### config.mk
export PLATFORM = sky130hd
export DESIGN_NAME = uart_ram_loader
export DESIGN_NICKNAME = d
export VERILOG_FILES = /design/src/rtl/uart_ram_loader.sv
export SDC_FILE = /design/constraint.sdc
export NUM_CORES = 1
export LEC_CHECK = 0
export ABC_AREA = 1
export BUFFER_PORTS_ARGS = -buffer_cell sky130_fd_sc_hd__buf_4
export CAP_MARGIN = 20
export CORE_MARGIN = 3
export CORE_UTILIZATION = 29
export DETAILED_ROUTE_END_ITERATION = 8
export PLACE_DENSITY = 0.53
export SYNTH_ARGS = -nofsm -noshare
export SYNTH_HDL_FRONTEND = slang
export SYNTH_SLANG_ARGS = --single-unit
### constraint.sdc
create_clock -name clk -period 3.1 [get_ports clk]
set_input_delay 0.31 -clock clk [delete_from_list [all_inputs] [get_ports clk]]
set_output_delay 0.31 -clock clk [all_outputs]
set_load 0.02 [all_outputs]
### src/rtl/uart_ram_loader.sv
// UART-fed bootloader: parses a framed load packet, writes little-endian
// 16-bit words into RAM port A and holds the CPU in reset until a good load.
module uart_ram_loader #(
   parameter logic [7:0]  MAGIC          = 8'hB5,
   parameter int unsigned ADDR_W         = 13,
   parameter int unsigned TIMEOUT_CYCLES = 2700000
) (
   input  logic              clk,
   input  logic              rst_n,
   input  logic              rx_valid,
   input  logic [7:0]        rx_data,
   output logic              ram_we,
   output logic [ADDR_W-1:0] ram_addr,
   output logic [15:0]       ram_din,
   output logic              cpu_hold,
   output logic              busy,
   output logic              load_done,
   output logic              load_error,
   output logic [1:0]        error_code
);

   localparam int unsigned TMO_W = $clog2(TIMEOUT_CYCLES + 1);
   localparam int unsigned END_W = 17;
   localparam logic [END_W-1:0] DEPTH = END_W'(2 ** ADDR_W);
   localparam logic [TMO_W-1:0] TMO_LAST = TMO_W'(TIMEOUT_CYCLES - 1);
   localparam logic [1:0] ERR_CHK   = 2'b01;
   localparam logic [1:0] ERR_RANGE = 2'b10;
   localparam logic [1:0] ERR_TMO   = 2'b11;

   typedef enum logic [3:0] {
      S_IDLE, S_ADDR_LO, S_ADDR_HI, S_LEN_LO, S_LEN_HI,
      S_DATA_LO, S_DATA_HI, S_CHK, S_DONE, S_ERROR
   } state_t;

   state_t              state_q, state_d;
   logic [7:0]          lo_q, lo_d;
   logic [ADDR_W-1:0]   addr_q, addr_d;
   logic [15:0]         cnt_q, cnt_d;
   logic [7:0]          sum_q, sum_d;
   logic [TMO_W-1:0]    tmo_q, tmo_d;
   logic                ram_we_q, ram_we_d;
   logic [ADDR_W-1:0]   ram_addr_q, ram_addr_d;
   logic [15:0]         ram_din_q, ram_din_d;
   logic                cpu_hold_q, cpu_hold_d;
   logic                busy_q, busy_d;
   logic                load_done_q, load_done_d;
   logic                load_error_q, load_error_d;
   logic [1:0]          error_code_q, error_code_d;

   logic                in_frame;
   logic                err;
   logic [1:0]          err_code;
   logic [15:0]         byte_word;
   logic [END_W-1:0]    end_addr;
   logic [7:0]          sum_next;

   // Helper values derived from the current byte and held state
   assign in_frame  = (state_q != S_IDLE) && (state_q != S_DONE) && (state_q != S_ERROR);
   assign byte_word = {rx_data, lo_q};
   assign end_addr  = END_W'(addr_q) + END_W'(byte_word);
   assign sum_next  = sum_q + rx_data;

   // State and output registers
   always_ff @(posedge clk or negedge rst_n) begin
      if (!rst_n) begin
         state_q      <= S_IDLE;
         lo_q         <= '0;
         addr_q       <= '0;
         cnt_q        <= '0;
         sum_q        <= '0;
         tmo_q        <= '0;
         ram_we_q     <= 1'b0;
         ram_addr_q   <= '0;
         ram_din_q    <= '0;
         cpu_hold_q   <= 1'b1;
         busy_q       <= 1'b0;
         load_done_q  <= 1'b0;
         load_error_q <= 1'b0;
         error_code_q <= 2'b00;
      end else begin
         state_q      <= state_d;
         lo_q         <= lo_d;
         addr_q       <= addr_d;
         cnt_q        <= cnt_d;
         sum_q        <= sum_d;
         tmo_q        <= tmo_d;
         ram_we_q     <= ram_we_d;
         ram_addr_q   <= ram_addr_d;
         ram_din_q    <= ram_din_d;
         cpu_hold_q   <= cpu_hold_d;
         busy_q       <= busy_d;
         load_done_q  <= load_done_d;
         load_error_q <= load_error_d;
         error_code_q <= error_code_d;
      end
   end

   // Frame parser: next state, write strobe, status flags and idle timeout
   always_comb begin
      state_d      = state_q;
      lo_d         = lo_q;
      addr_d       = addr_q;
      cnt_d        = cnt_q;
      sum_d        = sum_q;
      tmo_d        = '0;
      ram_we_d     = 1'b0;
      ram_addr_d   = ram_addr_q;
      ram_din_d    = ram_din_q;
      cpu_hold_d   = cpu_hold_q;
      busy_d       = busy_q;
      load_done_d  = load_done_q;
      load_error_d = load_error_q;
      error_code_d = error_code_q;
      err          = 1'b0;
      err_code     = 2'b00;

      if (in_frame && !rx_valid) begin
         tmo_d = tmo_q + TMO_W'(1);
      end

      if (rx_valid) begin
         case (state_q)
            S_IDLE, S_DONE, S_ERROR: begin
               if (rx_data == MAGIC) begin
                  state_d      = S_ADDR_LO;
                  sum_d        = '0;
                  load_done_d  = 1'b0;
                  load_error_d = 1'b0;
                  error_code_d = 2'b00;
                  busy_d       = 1'b1;
                  cpu_hold_d   = 1'b1;
               end
            end
            S_ADDR_LO: begin
               lo_d    = rx_data;
               sum_d   = sum_next;
               state_d = S_ADDR_HI;
            end
            S_ADDR_HI: begin
               sum_d = sum_next;
               if ((byte_word >> ADDR_W) != 16'd0) begin
                  err      = 1'b1;
                  err_code = ERR_RANGE;
               end else begin
                  addr_d  = ADDR_W'(byte_word);
                  state_d = S_LEN_LO;
               end
            end
            S_LEN_LO: begin
               lo_d    = rx_data;
               sum_d   = sum_next;
               state_d = S_LEN_HI;
            end
            S_LEN_HI: begin
               sum_d = sum_next;
               cnt_d = byte_word;
               if (end_addr > DEPTH) begin
                  err      = 1'b1;
                  err_code = ERR_RANGE;
               end else if (byte_word == 16'd0) begin
                  state_d = S_CHK;
               end else begin
                  state_d = S_DATA_LO;
               end
            end
            S_DATA_LO: begin
               lo_d    = rx_data;
               sum_d   = sum_next;
               state_d = S_DATA_HI;
            end
            S_DATA_HI: begin
               sum_d      = sum_next;
               ram_we_d   = 1'b1;
               ram_addr_d = addr_q;
               ram_din_d  = byte_word;
               addr_d     = addr_q + ADDR_W'(1);
               cnt_d      = cnt_q - 16'd1;
               state_d    = (cnt_q == 16'd1) ? S_CHK : S_DATA_LO;
            end
            S_CHK: begin
               if (sum_next == 8'd0) begin
                  state_d     = S_DONE;
                  load_done_d = 1'b1;
                  busy_d      = 1'b0;
                  cpu_hold_d  = 1'b0;
               end else begin
                  err      = 1'b1;
                  err_code = ERR_CHK;
               end
            end
            default: state_d = S_IDLE;
         endcase
      end else if (in_frame && (tmo_q == TMO_LAST)) begin
         err      = 1'b1;
         err_code = ERR_TMO;
      end

      if (err) begin
         state_d      = S_ERROR;
         load_error_d = 1'b1;
         error_code_d = err_code;
         busy_d       = 1'b0;
         cpu_hold_d   = 1'b1;
         tmo_d        = '0;
      end
   end

   assign ram_we     = ram_we_q;
   assign ram_addr   = ram_addr_q;
   assign ram_din    = ram_din_q;
   assign cpu_hold   = cpu_hold_q;
   assign busy       = busy_q;
   assign load_done  = load_done_q;
   assign load_error = load_error_q;
   assign error_code = error_code_q;

endmodule

After elaboration in Yosys (flattened, before gate mapping)
Cells that the tools add are included.

Bits in registers: 107. Latch bits: 0. Memory bits (writable): 0. ROM bits: 0. Input port bits: 11. Logic and storage cells: 117. Memories: 0.

$add $sub $neg: 5. Multiply operators: 0. Divide/modulo/power cells: 0. $lt $le $gt $ge: 1. Eq/ne operators: 21. Shift-type cells: 0. Multiplexer cells: 46. Bitwise logic cells: 0. Reduce and logical (&&, ||, !) cells: 30.

Operators with widths (count): $mux 22 (2); $pmux 16 s2 (1); $pmux 4 s8 (1); $pmux 13 s2 (1); $mux 4 (6); $add 22x1->22 const B (1); $eq 22x22->1 const B (1); $mux 2 (10); $mux 1 (18); $add 13x16->17 (1); $gt 17x14->1 const B (1); $eq 16x1->1 const B (1); $eq 4x3->1 const B (4); $logic_not 16->1 (1); $pmux 8 s2 (1); $reduce_bool 16->1 (1); $sub 16x1->16 const B (1); $reduce_bool 2->1 (7); $add 13x1->13 const B (1); $mux 13 (1); $ne 3x3->1 const B (4); $reduce_and 3->1 (3); $add 8x8->8 (1); $eq 4x2->1 const B (2); 20 further kinds (32).

Longest topological paths before layout
Gate-level depths: netlist of the first run.

Word-level depth: 8. Gate-level depth with buffers: 20.

Least setup slack after synthesis of the first run
OpenSTA, ideal clock, no wires.

Path type: register to register. Start: register lo_q[0]. End: register tmo_q[19]. Library setup time: 0.069 ns. Arrival: 2.424 ns. Data required time: 3.031 ns. Path slack: 0.607 ns. Stages on the path, launching flop included: 18. Clock period less this slack: 2.493 ns. Path through: dfrtp_1 > ha_1 > fa_1 > or2_2 > a21oi_1 > nand3_1 > nor2_1 > nand2_1 > nor2_1 > nand3_1 > nand2_1 > nand2_1 > nand2_1 > nand3_2 > nand2_4 > nand2_4 > buf_6 > nor2_2.

Cells in the longest elaborated chain, start to end: 6.

RTL lines: from (decl) (RTL line 36) `logic [7:0] lo_q, lo_d;`; from (signal assigned) (RTL line 82) `lo_q <= lo_d;`; $add 13x16->17 (RTL line 60) `assign end_addr = END_W'(addr_q) + END_W'(byte_word);`; $gt 17x14->1 (RTL line 157) `if (end_addr > DEPTH) begin`; $mux 1 (RTL line 157); $pmux 1 s3 (RTL line 122) `case (state_q)`; $mux 1 (RTL line 121) `if (rx_valid) begin`; $mux 22 (RTL line 198) `if (err) begin`; named net tmo_d[19] (RTL line 40) `logic [TMO_W-1:0] tmo_q, tmo_d;`; to (signal assigned) (RTL line 86) `tmo_q <= tmo_d;`; to (decl) (RTL line 40).

The timed path passes the listed nets, and every way through them passes these cells. A chain may end at the register's enable or synchronous reset.

Worst setup path in the final report of the first run
Start: register lo_q[0]. End: register tmo_q[21].

Same word-level chain as after synthesis.

==> results.md, run 1 <==
- In this run the count of I/O pins placed on the die edge is 47.
- The number of setup violations in the final report is 0.
- At the end of the flow, the number of nets in the layout was 953.
- The via count of the first global-routing pass is 5511.
- Of the synthesized area, sequential elements account for 0.4140.
- The share of total power dissipated in combinational logic is 0.349.
- The data arrival time of the worst path is 3.08 ns.
- The cell class contributing the biggest share of worst-path delay is simple AND/OR/NAND/NOR gates.
- The number of storage elements in the synthesis netlist is 107.
- The cell area that synthesis handed to floorplanning was 6471 um^2.
- Counting tap cells, the placed design contains a total of 1185 instances.
- The clock share of power is 0.262.
- The final layout contains routed wiring with a total length of 17260 um.
- Walking the worst path, the cells encountered are ha_1 > fa_1 > or2_2 > a21oi_1 > nand3_1 > nor2_1 > nand2_1 > nor2_1 > nand3_1 > nand2_1 > nand2_1 > nand2_1 > nand3_2 > nand2_4 > nand2_4 > nor2_1.
- The dominant cell by count in the synthesized netlist is nand2_1.
- The number of warnings reported in the yosys synthesis log is 0.
- 0 antenna diodes ended up in the layout.
- Based on the critical path, the design can be clocked at up to 357.9 MHz.
- Setup repair after global routing left no endpoint under its margin.
- The final count of pins violating max slew was 0.
- Summed over all nets, wire length on met2 after detailed routing comes to 7590 um.
- Dividing the final minimum period by the clock period gives 0.9013.
- The final period demand of the worst path is 2.794 ns.
- The most used flip-flop cell after synthesis is dfrtp_1.
- The internal portion of the total power is 0.002739 W.
- Entering global routing, the biggest net connects 66 pins.
- Dividing the detail-routed wire length by the instance count gives 14.38 um.
- The total negative slack for setup checks is 0 ns.
- At the pin with the least slew margin, the transition time is 0.8412 ns.
- The routed layout has 5723 vias.
- In this run the horizontal extent of the chip is 155.4 um.
- The post-synthesis area per instance is 7.447 um^2.
- Clock skew on the completed layout was measured at 0.01103 ns.
- The type of the most critical hold path is input pin to asynchronous set/reset pin.
- The via density per instance is 4.769.
- The first detailed-routing pass ran for 5 iterations.
- In this run the vertical extent of the chip is 155.4 um.
- On the worst path, the slowest cell contributes a delay of 0.43 ns.
- The area taken by multi-input logic gates is 3307 um^2.
- Clock tree synthesis inserted a total of 9 buffers.
- The routed design uses 852 um of met3 wire.
- The overall power after layout is 0.004523 W.
- The share of flip-flops with an asynchronous set or reset after synthesis is 1.000.
- The number of DRC markers in iteration 0 is 383.
- The critical path endpoint category is a flop.
- The final instance count without filler cells is 1200.
- The type of origin of the critical path is a flop.
- The total of hold buffers inserted after clock tree synthesis is 0.
- The placer's final routability congestion estimate is 0.8350.
- The number of fill cells in the layout is 2408.
- The number of nets still failing antenna checks after routing is 0.
- Once the clock tree was built, the resizer swapped 0 gates to a different size.
- The TritonCTS clock tree is done.
- The share of total power in sequential cells is 0.390.
- The first-pass GRT wire length is 28760 um.
- The total track usage is 0.1471.
- The worst-case clock buffer depth is 2.
- The source-to-sink clock delay at the later pin of the worst-skew pair is 0.36 ns.
- In this run the tightest slew margin relative to its limit is 0.4392.
- The H-tree was split into 3 levels.
- The worst-case IR drop observed on VDD is 0.0003253 V.
- The worst-path maximum fanout is 12.
- After technology mapping, the gate count stands at 869.
- For this design the total switching power over the nets is 0.001784 W.
- The critical-path cell with the highest stage delay is fa_1.
- The area share of the leading cell type in the synthesized netlist is 0.4099.
- The power density over the cells is 608.0 nW/um^2.
- Once detailed placement completed, the half-perimeter wirelength came to 12990 um.
- The instance area at placement is 7147 um^2.
- The number of antenna violations at the first check in global routing is 0.
- Of the total power, the share spent switching nets is 0.3944.
- The placeable core region is 21890 um^2.
- The tool flagged a number of max-cap violations equal to 0.
- In this design, the critical path's most frequently occurring cell is nand2_1.
- The global-route congestion overflow total is 0.
- The net count of the mapped netlist is 906.
- After synthesis, the most frequently instantiated cells are nand2_1 (219), dfrtp_1 (106), inv_1 (106).
- The clock edge transition at the registers on the reported setup and hold paths is 0.07 ns.
- The post-route DRC violation count is 0.
- In this run, synthesis inferred 0 flip-flops with an integrated enable.
- Counting both buffers and inverters, the worst setup path holds a total of 0.
- The final instance area is 7438 um^2.
- The worst endpoint required time is 3.38 ns.
- The initialized floorplan defines 54 standard-cell rows.
- The hold violation count in the final report came to 0.
- The unique cell type count in the Yosys netlist is 44.
- Relative to the synthesized area, the layout overhead comes to 14.95%.
- For this configuration, the core starts out at a cell density of 0.2956.
- In this run the post-CTS setup repair buffer count came out at 0.
- The top layer reached by signal wires is met4.
- The run finished with clean final reports.
- The met1 routed wirelength after detailed routing is 8656 um.
- The analysis attributes to cell leakage a power of 3.546 nW.
- In the final layout, flip-flops and latches occupy 2679 um^2.
- Counting every sink on the clock net gives 107.
- The number of buffers added on ports is 46.
- The start-to-end type of the worst setup path is flop to flop.
- The fraction of final layout cells sized beyond drive strength 1 is 0.1098.
- Clock tree synthesis selected as its root buffer the cell clkbuf_16.
- The die area is 24140 um^2.
- The biggest area contributor in the post-synthesis netlist is dfrtp_1.
- By area the synthesized netlist is led by dfrtp_1 (41%), nand2_1 (13%), inv_1 (6.1%), o21ai_0 (5.5%), nor2_1 (5.3%).
-- cell type report --
type,count,share of cell area
multi-input cells,636,0.4446
flip-flops and latches,107,0.3601
repair buffers,54,0.05450
inverters,108,0.05450
well taps,280,0.04710
clock buffers,10,0.03078
clock inverters,5,0.008410
-- per-stage QoR --
step | setup slack, ns | util | hold WS [ns]
after CTS | 0.2958 | 0.3398 | 0.08570
after global placement | 0.3442 | 0.3265 | 0.4561
after floorplan | 0.6074 | - | 0.01441
after detailed placement | 0.2980 | 0.3265 | 0.4716
after global routing | 0.09618 | 0.3398 | 0.1085
final | 0.3061 | 0.3398 | 0.04595
-- final timing paths --
kind / from / endpoint / slack (ns) / depth (start not counted)
max: lo_q[0] / tmo_q[21] / 0.31 / 16
min: rst_n / ram_din[13] / 0.05 / 1
max reg2reg: lo_q[0] / tmo_q[21] / 0.31 / 16
min reg2reg: tmo_q[0] / tmo_q[0] / 0.48 / 1
max in group asynchronous: rst_n / cpu_hold / 2.15 / 2
min in group clk: rx_valid / error_code[1] / 0.26 / 4
-- state kept, by name, summed over array words and instances (netlist names), 4 cells and up --
| name | flops |
|---|---|
| state_q | 4 |
| cnt_q | 16 |
| lo_q | 8 |
| sum_q | 8 |
| addr_q | 13 |
| tmo_q | 22 |
| ram_addr | 13 |
| ram_din | 16 |
-- power groups by stage --
stage                     Combinational (W)  Clock [W]  Sequential, W
after global routing                0.00181    0.00127        0.00179
after floorplan                     0.00112          0        0.00177
after global placement              0.00157          0        0.00179
after CTS                           0.00160    0.00122        0.00176
final                               0.00158    0.00118        0.00176
after detailed placement            0.00159          0        0.00179
-- cells by family after synthesis --
group	after synthesis	share of synthesized area
simple gates	444	0.3012
xor+xnor	32	0.04331
flops	107	0.4140
fa+ha+maj	26	0.05259
compound gates	134	0.1139
buf+inv	126	0.07502
-- metal layers --
layer  GRT usage  up-vias
met4     0.02626        0
met2      0.2311      129
met5           0        -
met3     0.02698       11
li1            -     2932
met1      0.2140     2651
-- cells in the final DEF (no fill, tap or decap), types with 2 or more instances in the layout --
cell        instances
o211ai_1            3
nand4_1            16
nor3_1             17
fa_1                2
o21ai_0            71
ha_1               24
nor2_1             92
xor2_1             25
nand2_2             3
a31oi_1            13
clkbuf_16           9
nand3_2             3
nor2_2             12
nand2_4             2
dfrtp_1           106
nand3_1            59
nand2_1           219
clkinvlp_4          2
or2_2               2
buf_4              54
o21bai_1            2
inv_1             106
nor4_1              9
xnor2_1             7
nand3b_1            4
inv_6               2
a21oi_1            33
a21oi_2             5
No activity file was read; power rests on OpenSTA's default activity.
==> inputs of run 2 (changes only) <==
--- a/config.mk
+++ b/config.mk
@@ -9,9 +9,9 @@
 export BUFFER_PORTS_ARGS = -buffer_cell sky130_fd_sc_hd__buf_4
 export CAP_MARGIN = 20
 export CORE_MARGIN = 3
-export CORE_UTILIZATION = 29
+export CORE_UTILIZATION = 45
 export DETAILED_ROUTE_END_ITERATION = 8
-export PLACE_DENSITY = 0.53
+export PLACE_DENSITY = 0.71
 export SYNTH_ARGS = -nofsm -noshare
 export SYNTH_HDL_FRONTEND = slang
 export SYNTH_SLANG_ARGS = --single-unit
==> constraint.sdc (replaced) <==
create_clock -name clk -period 2.85 [get_ports clk]
set_input_delay 0.285 -clock clk [delete_from_list [all_inputs] [get_ports clk]]
set_output_delay 0.285 -clock clk [all_outputs]
set_load 0.02 [all_outputs]
==> run 2 against run 1 <==
  * The run now ends with negative hold slack left
  * Via count is 0.30% higher
  * Sequential cell count stayed put
  * Routed wire length is 8.1% lower
  * Highest routed layer unchanged
==> results.md, run 2 (synthesized netlist as in run 1, its figures left out) <==
- For the pin with the worst max-slew slack, the measured transition is 0.7469 ns.
- The via count of the first global-routing pass is 5419.
- The TritonCTS clock tree is done.
- The launch point of the worst reg-to-reg path is addr_q[0].
- Leaving out fill and tap cells, the most frequent cell in the layout is nand2_1.
- Summed over all layers, the global routing overflow is 0.
- The checks that failed: negative hold slack.
- The library cells used most frequently in the layout, excluding fill and tap cells, are nand2_1 (216), inv_1 (106), dfrtp_1 (106).
- The detailed placer's ending HPWL is 11930 um.
- The hold violation count in the final report is 2.
- The routed layout has 5740 vias.
- The post-route DRC violation count is 0.
- The data arrival time of the worst path is 2.92 ns.
- The number of nets still failing antenna checks after routing is 0.
- Once layout is complete, the utilization of the core stands at 0.5312.
- The floorplan step set the die height to 125.9 um.
- The headroom to the max-slew limit is 0.5021.
- The initial utilization of the core area, before any placement, comes to 0.4626.
- VDD sags by at most 0.0004008 V.
- On the critical path, the stage with the largest delay is an instance of fa_2.
- The clock share of power is 0.239.
- For this design, the sink count on the clock tree is 107.
- Across the run, the number of max-cap violations was 0.
- The final instance count without filler cells is 1111.
- Among cell families on the critical path, the largest total delay comes from simple AND/OR/NAND/NOR gates.
- For this design the ratio of total power to cell area is 654.8 nW/um^2.
- The clock period could shrink to 2.694 ns.
- From synthesis to final layout, the design area changed by 14.83%.
- Measured along the x axis, the die boundary spans 125.9 um.
- tmo_q holds more flip-flops than any other register.
- The floorplan has 43 rows.
- The share of total power in sequential cells is 0.393.
- Entering global routing, the biggest net connects 60 pins.
- The worst hold slack is -0.0004452 ns.
- The master cell of the clock root buffer is clkbuf_16.
- The clock edge transition at the registers on the reported setup and hold paths is 0.07 ns.
- The worst-path maximum fanout is 6.
- The worst-case clock buffer depth is 2.
- The worst register-to-register path has a setup slack of 0.16 ns.
- Across the routed clock network, the largest skew measured is 0.007015 ns.
- The placer's final routability congestion estimate is 0.9271.
- The number of buffers inserted during clock tree synthesis is 9.
- Derived from the worst setup path, the maximum achievable clock frequency is 371.2 MHz.
- The final instance area is 7431 um^2.
- Setup repair after global routing left no endpoint under its margin.
- The number of buffers added on ports is 46.
- The most prevalent standard cell on the critical path is nand3_1.
- Of the total power, the share spent switching nets is 0.3959.
- The type of the most critical hold path is input pin to asynchronous set/reset pin.
- The final count of pins violating max slew came to 0.
- After detailed routing, the number of vias per cell comes to 5.167.
- The total negative slack for setup checks is 0 ns.
- The number of antenna cells inserted is 0.
- In this run the number of H-tree levels came out at 3.
- The die area is 15860 um^2.
- The number of setup violations in the final report is 0.
- In this run the worst setup path begins at addr_q[0].
- For this run, the total global-route usage over all layers was measured as 0.2006.
- For this design the static power due to leakage is 3.580 nW.
- At the worst endpoint, the required time is 3.08 ns.
- For this run, the slowest stage of the critical path takes 0.43 ns.
- The type of origin of the critical path is a flop.
- Of the cells placed in the final design, the portion with a size suffix greater than 1 is 0.1278.
- The number of antenna violations at the first check in global routing is 0.
- The number of placed cells counting well taps is 1087.
- The total internal power is 0.002939 W.
- The total I/O pin count is 47.
- The mean routed wirelength per cell is 14.27 um.
- The number of flip-flops in the largest register is 22.
- By startpoint and endpoint, the worst setup path is classified as flop to flop.
- The total iterations of the first detailed-routing run is 5.
- The net switching power is 0.001927 W.
- The placeable core region is 13990 um^2.
- Walking the worst path, the cells encountered are ha_2 > fa_2 > or2_2 > a21oi_2 > nand3_1 > nor2_1 > nand2_1 > nor2_1 > nand3_1 > nand2_1 > nand2_2 > nand2_2 > nand3_4 > nand2_8 > buf_4 > nand3_1.
- The buffers plus inverters on the worst setup path is 1.
- Clock latency on the worst-skew pair, taken at its later pin, is 0.34 ns.
- The wire length reported by the detailed router is 15850 um.
- The proportion of power drawn by combinational gates is 0.368.
- The critical path endpoint category is a flop.
- The instance area at placement is 7049 um^2.
- The ratio of final minimum period to clock period is 0.9454.
- The layout net count is 963.
- In this run, the number of DRC markers left after iteration 0 of detailed routing was 365.
- The flow ran to the end, but the final reports show violations.
- The first global-routing pass estimated 26340 um of wire.
==> run 2: cell types whose count changed in the layout (fill, tap and decap cells not counted), moves of 2 or more <==
cell     previous run  this run
buf_4              54        61
nand2_1           219       216
nand2_2             3         7
nand2_8             0         2
==> run 2: stage by stage <==
step / power [W] / worst slack [ns]
3_3_place_gp: 0.003622 / 0.1897
2_1_floorplan: 0.003144 / 0.3574
6_report: 0.004866 / 0.1557
5_1_grt: 0.005226 / 0.004003
3_5_place_dp: 0.003655 / 0.1001
4_1_cts: 0.004828 / 0.08396
==> run 2: final timing paths <==
kind | endpoint | cells after the start
hold reg to reg | tmo_q[0] | 1
setup / recovery | state_q[0] | 16
max in group asynchronous | cnt_q[14] | 2
hold / removal | ram_din[12] | 1
min in group clk | error_code[1] | 4
setup reg to reg | state_q[0] | 16
==> run 2: final cells by class <==
class                   count  area [um^2]
clock buffers              11        232.7
clock inverters             5        37.54
fillers                  1364         6558
inverters                 108        405.4
multi-input cells         638         3373
flip-flops and latches    107         2679
well taps                 180        225.2
repair buffers             62        478.0
==> run 2: worst register-to-register path, delay by kind of cell, from the launching register on <==
family / cells / cell delay, ns
fa+ha+maj: 2 / 0.64
simple gates: 12 / 1.29
flops: 1 / 0.41
buf+inv: 1 / 0.12
compound gates: 1 / 0.11
==> run 2: power by group through the flow <==
stage / logic (W) / registers [W] / clock network (W)
4_1_cts: 0.00173 / 0.00191 / 0.00119
5_1_grt: 0.00204 / 0.00194 / 0.00125
3_3_place_gp: 0.00169 / 0.00193 / 0
6_report: 0.00179 / 0.00191 / 0.00116
3_5_place_dp: 0.00172 / 0.00193 / 0
2_1_floorplan: 0.00122 / 0.00192 / 0
==> run 2: layer usage <==
metal	GRT usage	share of wire
met5	0	0
met4	0.04038	0.0052
met3	0.03478	0.049
met2	0.3211	0.46
met1	0.2889	0.49
==> run 2: what timing repair did <==
| item | CTS | global route |
|---|---|---|
| gates resized for setup | 0 | 12 |
| hold buffers | 0 | 0 |
| buffers inserted | 0 | 6 |
| setup endpoints to repair | 0 | 20 |
| endpoints found under the hold margin | 0 | 0 |
==> inputs of run 3 (changes only) <==
--- a/config.mk
+++ b/config.mk
@@ -12,6 +12,8 @@
 export CORE_UTILIZATION = 45
 export DETAILED_ROUTE_END_ITERATION = 8
 export PLACE_DENSITY = 0.71
+export REMOVE_ABC_BUFFERS = 1
+export SETUP_SLACK_MARGIN = 0.4
 export SYNTH_ARGS = -nofsm -noshare
 export SYNTH_HDL_FRONTEND = slang
 export SYNTH_SLANG_ARGS = --single-unit
==> run 3 against run 2 <==
  * The flow now finishes without violations
  * Clock power rose by 8%
  * Sequential cell count is the same
  * Design area rose by 2.3%
  * Count of clock-buffer cells in the layout fell by 2
  * Clock skew shrank 0.00075 ns
  * Non-clock buffer count is 3 higher
  * Sequential share of layout area is 0.80 points lower
  * Critical path depth unchanged
  * Power increased by 4.2%
  * Worst setup slack better by 0.11 ns
  * First-iteration DRC count is 15% higher
  * Routed wire length rose by 3.5%
  * Critical path type unchanged
  * Largest cell class unchanged
  * Largest power group unchanged
  * Highest routed layer unchanged
==> results.md, run 3 (synthesized netlist as in run 1, its figures left out) <==
- The flow ran to the end, and the final reports show no timing, DRC or antenna violations.
- The final count of pins violating max slew is 0.
- The worst endpoint required time is 3.10 ns.
- The proportion of power drawn by combinational gates is 0.377.
- The min-delay analysis places its worst path in the category input pin to flop.
- In this design, the stage delay of the slowest critical-path cell is 0.43 ns.
- Max-cap violations in this run came to 0.
- The first-pass GRT wire length is 27230 um.
- The via count of the first global-routing pass came to 5516.
- The largest individual stage delay along the critical path comes from the cell fa_2.
- The finished layout holds 1114 standard cells, fillers aside.
- The tree built by TritonCTS fans out to 107 sinks.
- The most prevalent standard cell on the critical path is nand2_1.
- After detailed routing, the average wire length per cell comes to 14.73 um.
- After detailed routing, the number of vias per cell comes to 5.323.
- For this run, the top clock speed supported by timing is 386.6 MHz.
- The worst-path maximum fanout is 2.
- The total iterations of the first detailed-routing run is 5.
- Traced cell by cell, the critical path runs through ha_2 > fa_2 > or2_4 > a21oi_2 > nand3_1 > nor2_1 > nand2_1 > nor2_1 > nand3_1 > nand2_1 > nand2_2 > buf_4 > a21oi_2 > nand2_1 > nand2_1 > nand2_1.
- The congestion estimate from routability-driven global placement came to 0.9174.
- Across every metal layer, demand over resource in global routing totals 0.2107.
- Buffers placed on the I/O ports in this run total 46.
- In the finished design, the share of the clock period the worst path needs comes to 0.9075.
- The clock edge transition at the registers on the reported setup and hold paths is 0.07 ns.
- For this design the static power due to leakage is 3.639 nW.
- The number of flip-flops in the largest register is 22.
- For this run, design rule violations remaining after detail routing come to 0.
- The clock share of power is 0.247.
- The starting density of the core is 0.4626.
- The global-route congestion overflow total is 0.
- Once detailed placement completed, the half-perimeter wirelength came to 12040 um.
- The worst-case IR drop observed on VDD is 0.0004540 V.
- The hold violation count in the final report is 0.
- The number of antenna violations at the first check in global routing is 0.
- The die outline width is 125.9 um.
- From bottom edge to top edge, the die measures 125.9 um.
- The master cell of the clock root buffer is clkbuf_16.
- The number of placed cells counting well taps is 1089.
- The clock passes through at most 2 buffers.
- The fraction of final layout cells sized beyond drive strength 1 is 0.1488.
- For the pin with the worst max-slew slack, the measured transition is 0.8339 ns.
- The critical path endpoint category is a flop.
- The final layout contains routed wiring with a total length of 16410 um.
- For this block, the via count after detailed routing is 5930.
- The area taken by multi-input logic gates is 3485 um^2.
- The largest net degree at the start of global routing is 56.
- Compared with the post-synthesis result, the final layout area differs by 17.44%.
- The total I/O pin count is 47.
- Counting the fill cells in the layout gives 1357.
- Headroom to the max-slew limit came out at 0.4432.
- The total internal power is 0.003070 W.
- The top cell types in the final layout, fill and taps aside, are nand2_1 (212), inv_1 (106), dfrtp_1 (106).
- The number of buffers inserted during clock tree synthesis is 9.
- STA puts the critical path data arrival time at 2.83 ns.
- STA classifies the critical path startpoint as a flop.
- The share of total power in sequential cells is 0.376.
- The critical path is of the flop to flop type.
- Ranked by flip-flop count, first place goes to tmo_q.
- The number of DRC markers in iteration 0 is 419.
- The placeable core region is 13990 um^2.
- After the last flow step, the layout net total stands at 966.
- Leaving out fill and tap cells, the most frequent cell in the layout is nand2_1.
- Setup violations remaining at the end of the flow were counted as 0.
- The H-tree was split into 3 levels.
- The worst hold path passes through 4 cells.
- Adding up every negative setup slack in the final design gives 0 ns.
- The number of antenna diodes in the final layout is 0.
- Subtracting the final worst setup slack from the clock period gives 2.586 ns.
- The number of nets still failing antenna checks after routing is 0.
- TritonCTS built the clock tree.
- The analysis attributes to net switching a power of 0.002000 W.
- For this design the ratio of total power to cell area is 667.2 nW/um^2.
- The die covers 15860 um^2.
- The worst-case reg-to-reg path depth is 16.
- Setup repair after global routing could not meet its margin everywhere.
- The source-to-sink clock delay at the later pin of the worst-skew pair is 0.35 ns.
- The initialized floorplan defines 43 standard-cell rows.
- The net switching fraction of the power is 0.3944.
- Clock skew on the completed layout was measured at 0.006260 ns.
- The combined flip-flop and latch cell area is 2679 um^2.
[run 3: stage by stage]
stage / worst slack, ns / power, W / hold slack [ns] / util / instance area (um^2)
after floorplan: 0.1752 / 0.003118 / -0.01059 / - / 6391
after global placement: 0.1699 / 0.003631 / 0.3520 / 0.5050 / 7064
final: 0.2635 / 0.005070 / 0.2450 / 0.5433 / 7600
after CTS: 0.2290 / 0.005039 / 0.2243 / 0.5363 / 7502
after global routing: 0.1197 / 0.005440 / 0.2392 / 0.5433 / 7600
after detailed placement: 0.07090 / 0.003661 / 0.3550 / 0.5050 / 7064
[run 3: cell type report]
| cell class | count | share of cell area |
|---|---|---|
| clock inverters | 7 | 0.009714 |
| multi-input cells | 638 | 0.4585 |
| repair buffers | 65 | 0.06668 |
| well taps | 180 | 0.02963 |
| flip-flops and latches | 107 | 0.3525 |
| inverters | 108 | 0.05334 |
| clock buffers | 9 | 0.02963 |
[run 3: worst max-delay path: cells and delay by family, from the launching register on]
kind            cells  cell delay (ns)
compound gates      2             0.26
simple gates       11             1.05
fa+ha+maj           2             0.63
buf+inv             1             0.15
flops               1             0.37
[run 3: final timing paths]
kind                             from            end  slack, ns
min in group asynchronous       rst_n   ram_addr[10]       0.51
max in group asynchronous       rst_n       cpu_hold       1.61
setup reg to reg            addr_q[0]  error_code[1]       0.26
hold / removal               rx_valid  error_code[1]       0.24
hold reg to reg            ram_din[0]     ram_din[0]       0.48
setup / recovery            addr_q[0]  error_code[1]       0.26
[run 3: power groups by stage]
stage / clock (W) / combinational (W) / sequential (W)
6_report: 0.00125 / 0.00191 / 0.00191
2_1_floorplan: 0 / 0.00119 / 0.00193
3_5_place_dp: 0 / 0.00173 / 0.00193
4_1_cts: 0.00129 / 0.00185 / 0.00190
5_1_grt: 0.00135 / 0.00216 / 0.00193
3_3_place_gp: 0 / 0.00171 / 0.00192
[run 3: layer usage]
layer	global-route usage	share of wire
met5	0	0
met4	0.07823	0.025
met3	0.03138	0.047
met2	0.3327	0.46
met1	0.2957	0.47
[run 3: timing repair]
action,CTS,global route
endpoints found under the setup margin,21,35
pin swaps,8,4
cloned,2,0
gates resized for setup,23,17
hold buffers,1,0
setup buffers,3,3
endpoints found under the hold margin,46,0
